File: src/rtl/pipe_adder_if.sv
// Handshake bundle for pipe_adder: operand channel in, result channel out.
// master = producer/consumer side, slave = the adder.
interface pipe_adder_if #(
    parameter int WIDTH = 32
);
    logic                    in_valid;
    logic                    in_ready;
    logic signed [WIDTH-1:0] a;
    logic signed [WIDTH-1:0] b;
    logic                    cin;
    logic                    op;
    logic                    out_valid;
    logic                    out_ready;
    logic signed [WIDTH-1:0] sum;
    logic                    cout;
    logic                    ovf;

    modport master (
        output in_valid, a, b, cin, op, out_ready,
        input  in_ready, out_valid, sum, cout, ovf
    );

    modport slave (
        input  in_valid, a, b, cin, op, out_ready,
        output in_ready, out_valid, sum, cout, ovf
    );
endinterface

File: src/rtl/pipe_adder.sv
// Sliced add/subtract pipeline (STAGES slices, one register per slice, global stall).
// Optional macro ADDER_SAT_EN clamps the result to the signed range on overflow.
module pipe_adder #(
    parameter int WIDTH  = 32,
    parameter int STAGES = 4
) (
    input  logic        clk,
    input  logic        rst,
    pipe_adder_if.slave bus
);
    // WIDTH must be a multiple of STAGES
    localparam int SLICE = WIDTH / STAGES;
    localparam int MSB   = WIDTH - 1;

    logic w_advance;

`ifdef ADDER_SAT_EN
    function automatic logic signed [WIDTH-1:0] sat_clamp(
        input logic signed [WIDTH-1:0] raw,
        input logic                    ovf,
        input logic                    a_msb
    );
        logic signed [WIDTH-1:0] lim;
        lim = a_msb ? {1'b1, {MSB{1'b0}}} : {1'b0, {MSB{1'b1}}};
        return ovf ? lim : raw;
    endfunction
`endif

    assign w_advance     = !bus.out_valid || bus.out_ready;
    assign bus.in_ready  = w_advance;

    for (genvar s = 0; s < STAGES; s++) begin : g_stage
        logic signed [WIDTH-1:0] w_a;
        logic signed [WIDTH-1:0] w_b;
        logic signed [WIDTH-1:0] w_sum_in;
        logic signed [WIDTH-1:0] w_sum;
        logic                    w_c_in;
        logic                    w_vld_in;
        logic [SLICE:0]          w_slice;

        logic signed [WIDTH-1:0] r_sum_p;
        logic                    r_c_p;
        logic                    r_vld_p;

        if (s == 0) begin : g_head
            // subtract as a + ~b + ~cin so one adder serves both ops
            assign w_a      = bus.a;
            assign w_b      = bus.op ? ~bus.b : bus.b;
            assign w_c_in   = bus.cin ^ bus.op;
            assign w_sum_in = '0;
            assign w_vld_in = bus.in_valid;
        end else begin : g_body
            assign w_a      = g_stage[s-1].g_mid.r_a_p;
            assign w_b      = g_stage[s-1].g_mid.r_b_p;
            assign w_c_in   = g_stage[s-1].r_c_p;
            assign w_sum_in = g_stage[s-1].r_sum_p;
            assign w_vld_in = g_stage[s-1].r_vld_p;
        end

        assign w_slice = {1'b0, w_a[s*SLICE +: SLICE]}
                       + {1'b0, w_b[s*SLICE +: SLICE]}
                       + {{SLICE{1'b0}}, w_c_in};

        always_comb begin
            w_sum                   = w_sum_in;
            w_sum[s*SLICE +: SLICE] = w_slice[SLICE-1:0];
        end

        always_ff @(posedge clk or negedge rst) begin
            if (!rst) begin
                r_vld_p <= 1'b0;
            end else if (w_advance) begin
                r_vld_p <= w_vld_in;
            end
        end

        if (s == STAGES - 1) begin : g_tail
            logic                    w_ovf;
            logic signed [WIDTH-1:0] w_res;
            logic                    r_ovf_p;

            assign w_ovf = (w_a[MSB] == w_b[MSB]) && (w_sum[MSB] != w_a[MSB]);
`ifdef ADDER_SAT_EN
            assign w_res = sat_clamp(w_sum, w_ovf, w_a[MSB]);
`else
            assign w_res = w_sum;
`endif
            // ---- output stage: result registers are visible on the bus ----
            always_ff @(posedge clk or negedge rst) begin
                if (!rst) begin
                    r_sum_p <= '0;
                    r_c_p   <= 1'b0;
                    r_ovf_p <= 1'b0;
                end else if (w_advance) begin
                    r_sum_p <= w_res;
                    r_c_p   <= w_slice[SLICE];
                    r_ovf_p <= w_ovf;
                end
            end
        end else begin : g_mid
            logic signed [WIDTH-1:0] r_a_p;
            logic signed [WIDTH-1:0] r_b_p;

            // ---- stage boundary: skewed operands, partial sum, slice carry ----
            always_ff @(posedge clk) begin
                if (w_advance) begin
                    r_a_p   <= w_a;
                    r_b_p   <= w_b;
                    r_sum_p <= w_sum;
                    r_c_p   <= w_slice[SLICE];
                end
            end
        end
    end

    assign bus.out_valid = g_stage[STAGES-1].r_vld_p;
    assign bus.sum       = g_stage[STAGES-1].r_sum_p;
    assign bus.cout      = g_stage[STAGES-1].r_c_p;
    assign bus.ovf       = g_stage[STAGES-1].g_tail.r_ovf_p;
endmodule

File: src/flat_wrapper.sv
// flat-port wrapper written by rule: the top's interface ports become plain ports
module pipe_adder_flat 
#(
    parameter int WIDTH  = 32,
    parameter int STAGES = 4
)
  (clk, rst, bus_in_valid, bus_a, bus_b, bus_cin, bus_op, bus_out_ready, bus_in_ready, bus_out_valid, bus_sum, bus_cout, bus_ovf);
  pipe_adder_if #(.WIDTH(WIDTH)) bus_i ();
  input  logic clk;
  input  logic rst;
  input wire logic [$bits(bus_i.in_valid)-1:0] bus_in_valid;
  input wire logic [$bits(bus_i.a)-1:0] bus_a;
  input wire logic [$bits(bus_i.b)-1:0] bus_b;
  input wire logic [$bits(bus_i.cin)-1:0] bus_cin;
  input wire logic [$bits(bus_i.op)-1:0] bus_op;
  input wire logic [$bits(bus_i.out_ready)-1:0] bus_out_ready;
  output wire logic [$bits(bus_i.in_ready)-1:0] bus_in_ready;
  output wire logic [$bits(bus_i.out_valid)-1:0] bus_out_valid;
  output wire logic [$bits(bus_i.sum)-1:0] bus_sum;
  output wire logic [$bits(bus_i.cout)-1:0] bus_cout;
  output wire logic [$bits(bus_i.ovf)-1:0] bus_ovf;
  assign bus_i.in_valid = bus_in_valid;
  assign bus_i.a = bus_a;
  assign bus_i.b = bus_b;
  assign bus_i.cin = bus_cin;
  assign bus_i.op = bus_op;
  assign bus_i.out_ready = bus_out_ready;
  assign bus_in_ready = bus_i.in_ready;
  assign bus_out_valid = bus_i.out_valid;
  assign bus_sum = bus_i.sum;
  assign bus_cout = bus_i.cout;
  assign bus_ovf = bus_i.ovf;
  pipe_adder #(.WIDTH(WIDTH), .STAGES(STAGES)) u_core (.clk(clk), .rst(rst), .bus(bus_i));
endmodule
File: config.mk
export PLATFORM = sky130hd
export DESIGN_NAME = pipe_adder_flat
export DESIGN_NICKNAME = d
export VERILOG_FILES = /design/src/rtl/pipe_adder_if.sv /design/src/rtl/pipe_adder.sv /design/src/flat_wrapper.sv
export SDC_FILE = /design/constraint.sdc
export NUM_CORES = 1
export LEC_CHECK = 0
export BUFFER_PORTS_ARGS = -buffer_cell sky130_fd_sc_hd__buf_4
export CELL_PAD_IN_SITES_DETAIL_PLACEMENT = 0
export CELL_PAD_IN_SITES_GLOBAL_PLACEMENT = 1
export CORE_AREA = 3 3 140 142
export CTS_CLUSTER_DIAMETER = 50
export DETAILED_ROUTE_END_ITERATION = 12
export DIE_AREA = 0 0 143 145
export GPL_ROUTABILITY_DRIVEN = 0
export PLACE_DENSITY_LB_ADDON = 0.1
export SYNTH_ARGS = -nofsm -noshare
export SYNTH_HDL_FRONTEND = slang
export SYNTH_SLANG_ARGS = --single-unit
export TNS_END_PERCENT = 30
File: constraint.sdc
create_clock -name clk -period 14 [get_ports clk]
set_clock_uncertainty 0.1 [all_clocks]
set_input_delay 0 -clock clk [delete_from_list [all_inputs] [get_ports clk]]
set_output_delay 0 -clock clk [all_outputs]
set_load 0.02 [all_outputs]
==> summary.md <==
| Metric | Value |
|---|---|
| Utilization of the core after routing | 0.516 |
| Synthesized netlist net count | 587 |
| Worst Path Arrival | 3.02 ns |
| Final setup fails | 0 |
| Horiz. Die Dim | 143 microns |
| Max Buffers Root-to-Sink | 2 |
| Type of element capturing the critical path | output pin |
| Area of the mapped netlist | 7350 sq um |
| Worst VDD drop | 119 uV |
| Detailed router's first-iteration violation count | 225 |
| Shortest clock period the worst path allows after layout | 3.12 ns |
| Clk sink count | 185 |
| Most frequent standard cell in the layout excluding fill and tap cells | sky130_fd_sc_hd__edfxtp_1 |
| Initial core utilization | 0.396 |
| Period utilisation layout | 0.223 |
| Class of the tightest hold or removal check | in -> reg |
| Die boundary height | 145 microns |
| Flip-flop and latch count after synthesis | 185 |
| Setup bufs post-CTS | 0 |
| Detailed-routing iteration count for the pre-antenna-repair pass | 4 |
| Area Growth Syn to Fin | 30.4% |
| Distinct cell type count of the synthesized netlist | 36 |
| Primary flip-flop cell chosen by synthesis mapping | sky130_fd_sc_hd__edfxtp_1 |
| Sequential cell area fraction in the yosys report | 0.730 |
| Final number of hold-violating endpoints | 0 |
| DRC violations left | 0 |
| Number of max-capacitance violations reported | 0 |
| Number of enable-type register cells in the synthesized netlist | 147 |
| Via density per instance | 4.49 |
| Count of input and output buffers | 105 |
| Clock transition at the registers of the reported paths | 0.06 ns |
| Minimum setup slack among reg-to-reg paths | 11.13 ns |
| Core area | 18,600 sq um |
| Highest Clock Rate | 320 MHz |
| Measured slew at the worst slew-check pin | 0.912 ns |
| Power consumption | 1.96 mW |
| H-tree lvl count | 4 |
| Antenna violation net count after detailed routing | 0 |
| Number of antenna violations at the first check in global routing | 0 |
| Share of post-route cells with drive strength above 1 | 0.215 |
| Total number of yosys warnings | 0 |
| Worst setup path category | reg -> out |
| RSZ-0062 raised after global routing | false |
| Die ar. | 20,700 sq um |
| Clock latency on the worst-skew pair | 0.42 ns |
| Run status | completed |
| Top Ports | 106 |
| Setup slack at placement | 11.05 ns |
| Layout Nets | 759 |
| Setup TNS | 0 ns |
| Total detailed-routing wirelength | 11.9 mm |
| Vias in the first global route | 4,082 |
| Pin count of the biggest net entering global routing | 110 |
| Global-route wire length before repair | 19.8 mm |
| Data required time of the critical path | 13.90 ns |
| Share of flip-flops with an asynchronous set or reset after synthesis | 0.205 |
| CTS Root Buffer Type | sky130_fd_sc_hd__clkbuf_16 |
| Highest net fanout along the worst path | 109 |
| Slew Limit Fails | 0 |
| Detailed-route via count | 4,041 |
| Fraction of post-synthesis cell area in the top cell type by area | 0.601 |
| GR Util All Layers | 0.123 |
| Setup slack after layout | 10.88 ns |
| Total number of placement rows | 50 |
| # diodes | 0 |
| TritonCTS buffer count | 17 |
| Avg Cell Area, Syn | 15.3 sq um |
| Startpoint of the lowest-slack hold path | bus_a[1] |
| Top cells by area in the synthesized netlist | sky130_fd_sc_hd__edfxtp_1 (60%), sky130_fd_sc_hd__dfrtp_1 (13%), sky130_fd_sc_hd__xor2_1 (4.9%) |
| Worst max-slew margin expressed relative to the limit | 0.392 |
| Post-synth top area cell | sky130_fd_sc_hd__edfxtp_1 |
| Static leakage | 3.97 nW |
| Post-detailed-placement half-perimeter wirelength | 7.71 mm |
| Total congestion overflow after global routing | 0 |
| Top library cells by usage in the layout, fill and taps aside | sky130_fd_sc_hd__edfxtp_1 (147), sky130_fd_sc_hd__buf_4 (107), sky130_fd_sc_hd__nand2_1 (92), sky130_fd_sc_hd__dlygate4sd3_1 (58), sky130_fd_sc_hd__xor2_1 (41) |
| CP startpoint kind | register |
| Total power density per cell area | 204 nW/um^2 |
| Worst reg2reg path startpoint | u_core.bus.out_valid$_DFFE_PN0P_ |
| Critical Path Start | u_core.bus.out_valid$_DFFE_PN0P_ |
| Cell count after synthesis | 481 |
| TritonCTS clock tree | built |
| Detailed-route wire length per cell | 13.2 microns |
==> cell usage after synthesis (2+ instances only) <==
| cell type | number |
|---|---|
| sky130_fd_sc_hd__edfxtp_1 | 147 |
| sky130_fd_sc_hd__nand2_1 | 92 |
| sky130_fd_sc_hd__xor2_1 | 41 |
| sky130_fd_sc_hd__dfrtp_1 | 38 |
| sky130_fd_sc_hd__ha_1 | 28 |
| sky130_fd_sc_hd__a21oi_1 | 15 |
| sky130_fd_sc_hd__nor2_1 | 14 |
| sky130_fd_sc_hd__xnor2_1 | 13 |
| sky130_fd_sc_hd__inv_1 | 10 |
| sky130_fd_sc_hd__o21ai_0 | 10 |
| sky130_fd_sc_hd__fa_1 | 8 |
| sky130_fd_sc_hd__buf_2 | 7 |
| sky130_fd_sc_hd__nor2b_1 | 7 |
| sky130_fd_sc_hd__a21o_1 | 6 |
| sky130_fd_sc_hd__clkbuf_1 | 6 |
| sky130_fd_sc_hd__a211oi_1 | 5 |
| sky130_fd_sc_hd__o21bai_1 | 4 |
| sky130_fd_sc_hd__o21a_1 | 3 |
| sky130_fd_sc_hd__a21boi_0 | 2 |
| sky130_fd_sc_hd__nand2b_1 | 2 |
| sky130_fd_sc_hd__nand3b_1 | 2 |
| sky130_fd_sc_hd__nand4b_1 | 2 |
| sky130_fd_sc_hd__nor3_1 | 2 |
| sky130_fd_sc_hd__nor3b_1 | 2 |
| sky130_fd_sc_hd__o22ai_1 | 2 |
| sky130_fd_sc_hd__o311ai_0 | 2 |
| sky130_fd_sc_hd__o31ai_1 | 2 |
==> sequential cells by signal (all words and copies together), names as in the netlist <==
name,count
u_core.g_stage.g_mid.r_b_p,48
u_core.g_stage.r_vld_p,3
u_core.g_stage.r_c_p,3
u_core.bus.sum,32
u_core.g_stage.g_mid.r_a_p,48
u_core.g_stage.r_sum_p,48
u_core.bus.ovf,1
u_core.bus.cout,1
u_core.bus.out_valid,1
==> report_power, final <==
| group | total, mW | switching (mW) | internal [mW] | leakage, nW |
|---|---|---|---|---|
| combinational | 0.555 | 0.317 | 0.238 | 1.75 |
| clock | 0.463 | 0.199 | 0.264 | 0.265 |
| sequential | 0.939 | 0.0774 | 0.861 | 1.95 |
| total | 1.96 | 0.594 | 1.36 | 3.97 |
==> timing repair <==
item                                   in CTS  in global routing
endpoints found under the hold margin      95                  0
gates resized for setup                     0                  0
hold buffers                               59                  0
==> cell families (layout without fill, tap and decap cells) <==
group / Yosys count / after routing / share of synthesized area
compound gates: 57 / 57 / 0.0512
flops: 185 / 185 / 0.730
xor+xnor: 54 / 54 / 0.0644
buf+inv: 23 / 208 / 0.0129
fa+ha+maj: 36 / 36 / 0.0695
simple gates: 126 / 126 / 0.0720
==> worst max-delay path, stage by stage, from the launching register on <==
cell and delay, ns:
sky130_fd_sc_hd__dfrtp_1 0.38, sky130_fd_sc_hd__nor2b_4 0.12, sky130_fd_sc_hd__buf_4 0.26, sky130_fd_sc_hd__inv_6 0.68
sky130_fd_sc_hd__buf_4 0.86, sky130_fd_sc_hd__buf_4 0.28
==> path summary, 6_finish.rpt <==
| path | end | depth (start not counted) |
|---|---|---|
| max in group asynchronous | u_core.g_stage[0].r_vld_p$_DFFE_PN0P_ | 4 |
| max | bus_in_ready | 5 |
| max reg2reg | u_core.bus.cout$_DFFE_PN0P_ | 6 |
| min reg2reg | u_core.g_stage[2].g_mid.r_b_p[26]$_DFFE_PP_ | 0 |
| min in group asynchronous | u_core.bus.sum[6]$_DFFE_PN0P_ | 3 |
| min | u_core.g_stage[0].r_sum_p[1]$_DFFE_PP_ | 4 |
==> layout make-up <==
| class | count | area, sq um |
|---|---|---|
| Clock buffer | 18 | 429 |
| Fill cell | 1622 | 9000 |
| Clock inverter | 14 | 150 |
| Inverter | 10 | 42.5 |
| Timing Repair Buffer | 166 | 1400 |
| Multi-Input combinational cell | 273 | 1900 |
| Tap cell | 234 | 293 |
| Sequential cell | 185 | 5370 |
==> metal layers <==
layer / GRT usage / up-vias / share of wire
met5: 0 / - / 0
met4: 0.0513 / 0 / 0.017
met3: 0.0425 / 14 / 0.050
met2: 0.200 / 78 / 0.50
met1: 0.149 / 1882 / 0.43
li1: - / 2067 / -
==> metrics by stage <==
stage / std cells / area, sq um / hold WS (ns)
finish: 900 / 9580 / 0.0190
global route: 900 / 9580 / 0.0548
CTS: 900 / 9580 / 0.00469
detailed placement: 809 / 8400 / -0.0967
global placement: 809 / 8400 / -0.100
floorplan: 481 / 7350 / -0.396
(Power assumes the default switching activity.)
